===== src/rtl/pc_unit.sv =====
// Fetch-stage program counter: boot hold window, stall handling with a one-entry
// redirect/exception buffer that is applied when the stall releases.
module pc_unit #(
    parameter int                ADDR_W       = 32,
    parameter logic [ADDR_W-1:0] RESET_VECTOR = '0,
    parameter logic [ADDR_W-1:0] EXC_VECTOR   = ADDR_W'(32'h80),
    parameter int                INC          = 4,
    parameter int                BOOT_DELAY   = 2
) (
    input  logic              clk,
    input  logic              rst_n,
    input  logic              stall,
    input  logic              redirect_valid,
    input  logic [ADDR_W-1:0] redirect_pc,
    input  logic              exc_valid,
    output logic [ADDR_W-1:0] pc,
    output logic [ADDR_W-1:0] npc,
    output logic              pc_valid,
    output logic              redirect_pending
);

    localparam int                CNT_W      = (BOOT_DELAY > 1) ? $clog2(BOOT_DELAY) : 1;
    localparam logic [ADDR_W-1:0] INC_V      = ADDR_W'(INC);
    localparam logic [ADDR_W-1:0] ALIGN_MASK = ~(INC_V - ADDR_W'(1));

    typedef enum logic [1:0] {BOOT, RUN, HOLD} state_t;

    state_t            state, state_nx;
    logic [ADDR_W-1:0] pc_nx, pend_pc, pend_pc_nx, redirect_aligned;
    logic              pend_exc, pend_exc_nx, pending_nx, valid_nx;
    logic [CNT_W-1:0]  boot_cnt, boot_cnt_nx;

    assign npc              = pc + INC_V;
    assign redirect_aligned = redirect_pc & ALIGN_MASK;

    always_comb begin
        state_nx    = state;
        pc_nx       = pc;
        valid_nx    = pc_valid;
        pending_nx  = redirect_pending;
        pend_pc_nx  = pend_pc;
        pend_exc_nx = pend_exc;
        boot_cnt_nx = boot_cnt;
        case (state)
            BOOT: begin
                boot_cnt_nx = boot_cnt + CNT_W'(1);
                if (boot_cnt == CNT_W'(BOOT_DELAY - 1)) begin
                    state_nx = RUN;
                    valid_nx = 1'b1;
                end
            end
            RUN: begin
                if (stall) begin
                    state_nx = HOLD;
                    if (exc_valid) begin
                        pend_pc_nx  = EXC_VECTOR;
                        pend_exc_nx = 1'b1;
                        pending_nx  = 1'b1;
                    end else if (redirect_valid) begin
                        pend_pc_nx  = redirect_aligned;
                        pend_exc_nx = 1'b0;
                        pending_nx  = 1'b1;
                    end
                end else if (exc_valid) begin
                    pc_nx = EXC_VECTOR;
                end else if (redirect_valid) begin
                    pc_nx = redirect_aligned;
                end else begin
                    pc_nx = npc;
                end
            end
            HOLD: begin
                if (stall) begin
                    // A buffered exception outranks any later redirect.
                    if (exc_valid) begin
                        pend_pc_nx  = EXC_VECTOR;
                        pend_exc_nx = 1'b1;
                        pending_nx  = 1'b1;
                    end else if (redirect_valid && !pend_exc) begin
                        pend_pc_nx = redirect_aligned;
                        pending_nx = 1'b1;
                    end
                end else begin
                    state_nx    = RUN;
                    pending_nx  = 1'b0;
                    pend_exc_nx = 1'b0;
                    if (exc_valid)             pc_nx = EXC_VECTOR;
                    else if (pend_exc)         pc_nx = pend_pc;
                    else if (redirect_valid)   pc_nx = redirect_aligned;
                    else if (redirect_pending) pc_nx = pend_pc;
                    else                       pc_nx = npc;
                end
            end
            default: state_nx = BOOT;
        endcase
    end

    always_ff @(posedge clk or negedge rst_n) begin
        if (!rst_n) begin
            state            <= BOOT;
            pc               <= RESET_VECTOR;
            pc_valid         <= 1'b0;
            redirect_pending <= 1'b0;
            pend_pc          <= '0;
            pend_exc         <= 1'b0;
            boot_cnt         <= '0;
        end else begin
            state            <= state_nx;
            pc               <= pc_nx;
            pc_valid         <= valid_nx;
            redirect_pending <= pending_nx;
            pend_pc          <= pend_pc_nx;
            pend_exc         <= pend_exc_nx;
            boot_cnt         <= boot_cnt_nx;
        end
    end

endmodule

===== config.mk =====
export PLATFORM = sky130hd
export DESIGN_NAME = pc_unit
export DESIGN_NICKNAME = d
export VERILOG_FILES = /design/src/rtl/pc_unit.sv
export SDC_FILE = /design/constraint.sdc
export NUM_CORES = 1
export LEC_CHECK = 0
export BUFFER_PORTS_ARGS = -buffer_cell sky130_fd_sc_hd__buf_2
export CAP_MARGIN = 20
export CORE_ASPECT_RATIO = 0.9
export CORE_MARGIN = 3
export CORE_UTILIZATION = 55
export CTS_CLUSTER_DIAMETER = 30
export CTS_CLUSTER_SIZE = 28
export DETAILED_ROUTE_END_ITERATION = 12
export GPL_TIMING_DRIVEN = 0
export MAX_ROUTING_LAYER = met4
export PLACE_DENSITY = 0.81
export SKIP_CTS_REPAIR_TIMING = 1
export SLEW_MARGIN = 10
export SYNTH_ARGS = -nofsm -noshare
export SYNTH_HDL_FRONTEND = slang
export SYNTH_SLANG_ARGS = --single-unit

===== constraint.sdc =====
create_clock -name clk -period 3 [get_ports clk]
set_clock_uncertainty 0.2 [all_clocks]
set_input_delay 0.15 -clock clk [delete_from_list [all_inputs] [get_ports clk]]
set_output_delay 0.15 -clock clk [all_outputs]
set_load 0.02 [all_outputs]

After elaboration in Yosys (flattened, before gate mapping)
Index checks and enable logic that the tools add are counted.

Add/sub/neg operators: 2. Reductions and logical operators: 10. Eq/ne operators: 11. Muxes and demuxes: 33.

Operator list (number): 32-bit two-way mux (14); 32-bit one-hot mux with 2 select lines (2); 32-bit by 3-bit adder with 32-bit output, second input constant (1); 1-bit two-way mux (11); 2-bit != test, second input constant (5); 3-bit != test, second input constant (3); 4-bit AND reduction (2); 2-bit two-way mux (3); 2-bit one-hot mux with 3 select lines (1); 3-bit AND reduction (2); 5-bit AND reduction (1); 4-bit != test, second input constant (1); 1-bit one-hot mux with 2 select lines (2); 2-bit by 1-bit == test with 1-bit output, second input constant (1); 2-bit == test, second input constant (1); 2-bit logical NOT (1); 2-bit AND reduction (1); 2-bit nonzero test (1); 1-bit adder, second input constant (1); 1-bit logical AND (1); 1-bit logical NOT (1).

Input bits: 37. Bits in registers: 70.

Longest topological paths before layout
Gate-level depths: netlist of run 1.

Depth in word-level cells: 7. Gate-level depth with buffers: 9. Mapped depth without buffers: 7.

Worst setup path after synthesis of run 1
Ideal clock, no wire load.

Kind: reg-to-reg. Start: register pc[2]. End: register pc[26]. Path slack: 238 ps. Period minus slack after synthesis: 2762 ps. Required time: 2734 ps. Cell stages (with the launch flop): 7. Setup time: 66 ps. Arrival: 2496 ps. Cells stage by stage: dfrtp_1 -> ha_1 -> nand4_1 -> or4_2 -> nor3_1 -> xor2_1 -> o21a_1.

Longest elaborated chain between the ends: 7. Elaborated cells on any way between the ends: 10.

Ends and longest elaborated chain: from (decl) (RTL line 16) `output logic [ADDR_W-1:0] pc,`; from (signal assigned) (RTL line 109) `pc <= pc_nx;`; 32-bit by 3-bit adder with 32-bit output * (RTL line 33) `assign npc = pc + INC_V;`; net npc[26] (RTL line 17) `output logic [ADDR_W-1:0] npc,`; 32-bit two-way mux (RTL line 90) `else if (redirect_pending) pc_nx = pend_pc;`; 32-bit two-way mux (RTL line 89) `else if (redirect_valid) pc_nx = redirect_aligned;`; 32-bit two-way mux (RTL line 88) `else if (pend_exc) pc_nx = pend_pc;`; 32-bit two-way mux (RTL line 87) `if (exc_valid) pc_nx = EXC_VECTOR;`; 32-bit two-way mux (RTL line 73) `if (stall) begin`; 32-bit one-hot mux with 2 select lines * (RTL line 44) `case (state)`.

The timed path passes the listed nets; every way through them passes the cells marked *. The select of a mux whose other input is x is not followed. A chain may end at the register's enable or synchronous reset.

Final worst setup path of run 1
Start: register state[0]. End: register pc[23].

Longest elaborated chain between the ends: 3. Elaborated cells on any way between the ends: 7.

Ends and longest elaborated chain: from (decl) (RTL line 28) `state_t state, state_nx;`; from (signal assigned) (RTL line 108) `state <= state_nx;`; 2-bit by 1-bit == test with 1-bit output / 2-bit == test (equally long branches) (RTL line 44); 2-bit != test (no source line) / 2-bit nonzero test (equally long branches); 3-bit AND reduction (no source line).

Several ways; a longest one is shown, not always the timed one.

==> flow_summary.json, run 1 <==
{
  "outcome": "finished, final reports clean",
  "grt_remaining_overflow": 0,
  "vias_per_cell": 6.50,
  "detail_route.drc_violations": 0,
  "cells_taking_the_most_area_after_synthesis": "dfrtp_1 36%, nand2_1 7.5%, o21ai_0 6.6%",
  "finish.utilization_pct": 71.4,
  "cp_data_required_time_ns": 3.05,
  "synth-edff-count": 0,
  "slew_of_the_pin_with_the_lowest_slew_margin_ns": 0.747,
  "yosysUniqueCellTypes": 64,
  "report.final.hold_viol_count": 0,
  "effective_utilization_at_floorplan_pct": 56.9,
  "slew_headroom_pct": 49.7,
  "power_density_normalized_to_cell_area_nw_per_um2": 882,
  "critical_path.reg2reg.endpoint": "pc[23]",
  "hp_class": "input pin to async pin",
  "worst-r2r-cell-count": 9,
  "ant_nets": 0,
  "number_of_flip_flops_and_latches_in_the_synthesized_netlist": 66,
  "cts.htree.levels": 3,
  "cts_sinks": 66,
  "nets": 766,
  "final_max_slew_viol_count": 0,
  "totalWireLength_mm": 16.5,
  "wire_length_of_the_first_global_routing_pass_mm": 26.0,
  "setup.worst_path.start_class": "flip-flop",
  "crit_type": "flip-flop to flip-flop",
  "timing.critical_path.slowest_cell_delay_ns": 0.42,
  "floorplan.rows": 31,
  "chipHeight_um": 92.9,
  "layout-drive-gt1-share_pct": 21.6,
  "grt.total_usage_pct": 35.7,
  "ys.warnings.count": 0,
  "avgSynthCellArea_sq_um": 8.01,
  "crit_chain": "inv_1 -> ha_1 -> clkbuf_1 -> clkbuf_2 -> o21ai_0 -> clkbuf_1 -> o221ai_1 -> o21ai_0 -> o2bb2ai_1",
  "first_iter_violations": 561,
  "regToRegStartpoint": "state[0]",
  "worstSetupEndpointType": "flip-flop",
  "clk_pin_slew_ns": 0.08,
  "layout_setup_ws_ns": 0.0978,
  "layout_worst_path_cycle_share_pct": 96.7,
  "clk-insertion-delay-late_ns": 0.37,
  "synth.most_common_cell": "nand2_1",
  "layout_min_cycle_time_ns": 2.90,
  "async_reset_ff_share_pct": 100,
  "clock_tree_from_tritoncts": "built",
  "boundaryPins": 103,
  "timing.reg2reg.setup_slack_ns": 0.1,
  "worst_ep_arrival_time_ns": 2.95,
  "bufs_on_longest_clock_path": 2,
  "whs_ns": 0.0325,
  "worst-path-max-fanout": 10,
  "vdd_drop_max_v": 0.000557,
  "timing.fmax_mhz": 345,
  "vias": 5361,
  "setup_viol": 0,
  "area.growth.synth_to_final_pct": 25.4,
  "numCtsBuffers": 9,
  "synth-main-ff-cell": "dfrtp_1",
  "place.port_buffers": 96,
  "grt_max_degree": 42,
  "gp_routability_congestion": 0.997,
  "count_of_max_cap_constraint_violations": 0,
  "synthesis.instances": 576,
  "number_of_antenna_violations_at_the_first_check_in_global_routing": 0,
  "design.die.area_sq_um": 9530,
  "worst_path_max_delay_cell": "dfrtp_1",
  "total_leakage_power_nw": 2.53,
  "die_width_um": 103,
  "vias_in_the_first_global_route": 4976,
  "synth_top_cell_area_share_pct": 35.8,
  "wire_per_inst_um": 20.0,
  "floorplan.core_area_sq_um": 8110,
  "synth.largest_area_cell": "dfrtp_1",
  "dp_slack_ns": -0.136,
  "rsz0062_at_grt": "false",
  "synth_sequential_area_ratio_pct": 35.8,
  "syn-cell-area_sq_um": 4610,
  "drt_pass1_iterations": 6,
  "clock_tree.root_cell": "clkbuf_8",
  "antennaDiodeCount": 0,
  "synth.cells.most_frequent": "92 x nand2_1, 66 x dfrtp_1, 61 x o21ai_0",
  "dp.final_hpwl_mm": 11.7
}
## power breakdown
group          switching [mW]  internal (mW)
clock                   0.376          0.282
sequential              0.361           1.22
combinational            1.91          0.948
total                    2.65           2.45
## layer usage
layer	GRT usage [%]	part of all wire [%]	vias up
met5	-	0	-
li1	-	-	2387
met1	48.6	39	2513
met3	9.49	13	66
met2	50.7	45	395
met4	13.9	3.2	0
## worst max path at each step
stage          depth (start not counted)  slack [ns]       to     start
2_1_floorplan                          6        0.24   pc[26]     pc[2]
3_3_place_gp                           6       -0.16  npc[24]     pc[2]
3_5_place_dp                           9       -0.14   pc[23]  state[0]
4_1_cts                                6       -0.33  npc[26]     pc[2]
5_1_grt                                8      0.0002  npc[31]     pc[7]
6_report                               9         0.1   pc[23]  state[0]
## critical path, delay by kind of cell (launching register included)
kind	cells	cell delay, ns
buffers and inverters	4	1.01
DFF	1	0.42
adders and majority gates	1	0.14
AOI/OAI and AO/OA	4	1.00
## kinds of logic after synthesis
family / count (synthesis) / synth area share [%]
AOI/OAI and AO/OA: 180 / 25.9
xor gates and xnor gates: 28 / 5.31
adders and majority gates: 5 / 1.36
buffers and inverters: 67 / 6.89
DFF: 66 / 35.8
muxes: 4 / 0.895
other: 1 / 0.0813
and+or+nand+nor: 225 / 23.8
## layout make-up
cell class | count | area, sq um
Buffer | 46 | 241
Clock buffer | 9 | 124
Clock inverter | 4 | 22.5
Fill cell | 675 | 2320
Inverter | 21 | 78.8
Multi-Input combinational cell | 446 | 2680
Sequential cell | 66 | 1650
Tap cell | 99 | 124
Timing Repair Buffer | 134 | 858
## through the flow
step	std cells	total power, mW	TNS [ns]	instance area [sq um]
finish	825	5.10	0	5780
global route	825	5.41	0	5780
CTS	789	4.96	-0.908	5400
detailed placement	776	4.31	-0.366	5260
global placement	774	4.23	-0.460	5230
floorplan	579	3.35	0	4630
## registers in the layout, summed over array words and instances (netlist names)
signal,count
boot_cnt,1
pend_exc,1
pend_pc,30
redirect_pending,1
pc_valid,1
state,2
pc,30
## cell usage in the layout (no fill, tap or decap), types with 4 or more instances in the layout
master         Yosys  final
buf_2              3     98
nand2_1           92     92
dfrtp_1           66     64
o21ai_0           61     61
nor2_1            37     35
a21oi_1           32     32
dlygate4sd3_1      0     31
clkbuf_1          32     30
inv_1             20     20
xnor2_1           17     17
nor3_1            15     14
nand4_1           13     13
buf_4              5     12
nand3_1           12     12
clkbuf_8           2     11
nor4_1            12     11
xor2_1            11     11
o221ai_1          11     11
o2bb2ai_1          9      9
or3_1              6      6
or2_2              6      6
nand2b_1           6      6
o22ai_1            6      6
nor3b_1            6      6
a22o_1             6      6
a221oi_1           6      6
o211ai_1           5      5
a211oi_1           5      5
and2_1             4      4
o21a_1             4      4
a21o_1             4      4
o221a_2            4      4
a221o_1            4      4
ha_1               5      4
conb_1             1      4
Power figures use the tool's default switching activity.
==> inputs of run 2 (changes only) <==
--- a/config.mk
+++ b/config.mk
@@ -5,14 +5,14 @@
 export SDC_FILE = /design/constraint.sdc
 export NUM_CORES = 1
 export LEC_CHECK = 0
-export BUFFER_PORTS_ARGS = -buffer_cell sky130_fd_sc_hd__buf_2
 export CAP_MARGIN = 20
 export CORE_ASPECT_RATIO = 0.9
 export CORE_MARGIN = 3
-export CORE_UTILIZATION = 55
+export CORE_UTILIZATION = 65
 export CTS_CLUSTER_DIAMETER = 30
 export CTS_CLUSTER_SIZE = 28
 export DETAILED_ROUTE_END_ITERATION = 12
+export DONT_BUFFER_PORTS = 1
 export GPL_TIMING_DRIVEN = 0
 export MAX_ROUTING_LAYER = met4
 export PLACE_DENSITY = 0.81
==> run 2 against run 1 <==
Against the previous run:
- the flow now finishes with violations (hold timing, setup timing)
- routed wire length up 2.1%
- global-route usage up 4.7 points
- cell area down 6.3%
- via count down 3.9%
- register-to-register slack better by 0.10 ns
- flip-flop and latch count unchanged
- critical endpoint is now npc[30]
- highest routed layer unchanged
==> flow_summary.json, run 2 (same netlist as run 1, synthesis figures left out) <==
{
  "vdd_drop_max_v": 0.000677,
  "floorplan.core_area_sq_um": 6730,
  "layout-drive-gt1-share_pct": 12.0,
  "biggestRegsByFlops": "pc x30, pend_pc x30, state x2",
  "report.final.hold_viol_count": 2,
  "timing.reg2reg.setup_slack_ns": 0.20,
  "number_of_antenna_violations_at_the_first_check_in_global_routing": 0,
  "dp.final_hpwl_mm": 11.1,
  "final_max_slew_viol_count": 0,
  "die_width_um": 94.8,
  "power_density_normalized_to_cell_area_nw_per_um2": 927,
  "area_of_combinational_cells_with_multiple_inputs_sq_um": 2740,
  "bufs_on_longest_clock_path": 2,
  "finish.utilization_pct": 80.6,
  "design.die.area_sq_um": 8150,
  "fillCellCount": 451,
  "fin_setup_tns_ns": -0.0194,
  "violations": "hold timing, setup timing",
  "dp_slack_ns": -0.223,
  "layout_setup_ws_ns": -0.0194,
  "most_used_cells_in_the_layout_excluding_fill_and_tap_cells": "92 x nand2_1, 60 x o21ai_0, 56 x dfrtp_1, 35 x nor2_1, 32 x dlygate4sd3_1",
  "setup.worst_path.start_class": "flip-flop",
  "worstSetupEndpointType": "output port",
  "layout.cells.most_common": "nand2_1",
  "cts_sinks": 66,
  "wire_length_of_the_first_global_routing_pass_mm": 24.5,
  "critical_path.reg2reg.endpoint": "pc[28]",
  "vias_in_the_first_global_route": 4664,
  "min_path_cells": 3,
  "worst_ep_arrival_time_ns": 2.67,
  "ant_nets": 0,
  "worst-r2r-cell-count": 9,
  "count_of_max_cap_constraint_violations": 0,
  "detail_route.drc_violations": 0,
  "first_iter_violations": 871,
  "drt_pass1_iterations": 7,
  "layout.area.seq_sq_um": 1660,
  "regToRegStartpoint": "state[0]",
  "clk_pin_slew_ns": 0.07,
  "layout_worst_path_cycle_share_pct": 101,
  "numCtsBuffers": 9,
  "antennaDiodeCount": 0,
  "slew_of_the_pin_with_the_lowest_slew_margin_ns": 0.851,
  "outcome": "finished with violations",
  "cp_data_required_time_ns": 2.65,
  "vias": 5153,
  "totalWireLength_mm": 16.9,
  "clock_tree.root_cell": "clkbuf_8",
  "timing.fmax_mhz": 331,
  "slew_headroom_pct": 42.7,
  "chipHeight_um": 85.9,
  "effective_utilization_at_floorplan_pct": 68.6,
  "worstHoldStart": "redirect_pc[21]",
  "area.growth.synth_to_final_pct": 17.5,
  "nets": 669,
  "total_leakage_power_nw": 2.13,
  "grt_max_degree": 67,
  "hp_class": "input pin to flip-flop",
  "layout_min_cycle_time_ns": 3.02,
  "place.port_buffers": 0,
  "clock_tree_from_tritoncts": "built",
  "cts.htree.levels": 3,
  "setup_viol": 1,
  "grt.total_usage_pct": 40.5,
  "worst-path-max-fanout": 7,
  "gp_routability_congestion": 0.990,
  "vias_per_cell": 7.15,
  "boundaryPins": 103,
  "floorplan.rows": 28,
  "clk-insertion-delay-late_ns": 0.35,
  "wire_per_inst_um": 23.4,
  "whs_ns": -0.0373,
  "grt_remaining_overflow": 0,
  "whs_endpoint": "pc[21]",
  "crit_type": "flip-flop to output port"
}
run 2: cell count changes in the layout (fill, tap and decap cells not counted), sizes merged:
cell / previous run / this run
buf: 114 / 16
bufinv: 0 / 1
clkbuf: 43 / 47
clkinv: 4 / 2
clkinvlp: 1 / 0
dlygate4sd3: 31 / 32
run 2: per-layer routing:
metal | share of wire (%) | track usage [%]
met3 | 15 | 12.3
met1 | 36 | 53.8
met2 | 44 | 57.7
met5 | 0 | -
met4 | 4.5 | 16.3
run 2: report_power, final:
group / internal (mW) / switching [mW] / leakage, nW / total, mW
clock network: 0.447 / 0.359 / 0.106 / 0.806
registers: 1.23 / 0.599 / 0.841 / 1.83
logic: 0.749 / 1.64 / 1.18 / 2.39
run 2: cell type report:
cell class | count | area share (%)
Multi-Input combinational cell | 446 | 50.6
Sequential cell | 66 | 30.7
Timing Repair Buffer | 37 | 6.93
Buffer | 46 | 4.46
Clock buffer | 13 | 3.12
Tap cell | 90 | 2.08
Inverter | 21 | 1.45
Clock inverter | 2 | 0.646
run 2: worst max-delay path: stages, from the launching register on:
cell	delay [ns]
dfrtp_1	0.46
clkdlybuf4s50_2	0.63
nand3_1	0.13
nor4_2	0.48
nand2_1	0.18
xnor2_1	0.44
run 2: worst max path at each step:
stage / start / endpoint / slack [ns] / cells after the start
global route: pc[24] / npc[30] / -0.06 / 5
CTS: pc[2] / npc[26] / -0.48 / 5
detailed placement: pc[2] / pc[26] / -0.22 / 6
finish: pc[24] / npc[30] / -0.02 / 5
global placement: pc[2] / npc[24] / -0.37 / 5
floorplan: pc[2] / pc[26] / 0.24 / 6
run 2: stage by stage:
step | hold slack, ns | total power, mW | instance area, sq um | cells
after floorplan | -0.346 | 3.35 | 4630 | 579
after global placement | -0.344 | 3.90 | 4740 | 669
after detailed placement | -0.344 | 3.97 | 4740 | 670
after CTS | -0.715 | 4.77 | 4950 | 685
after global routing | 0.0103 | 5.27 | 5420 | 721
final | -0.0373 | 5.03 | 5420 | 721
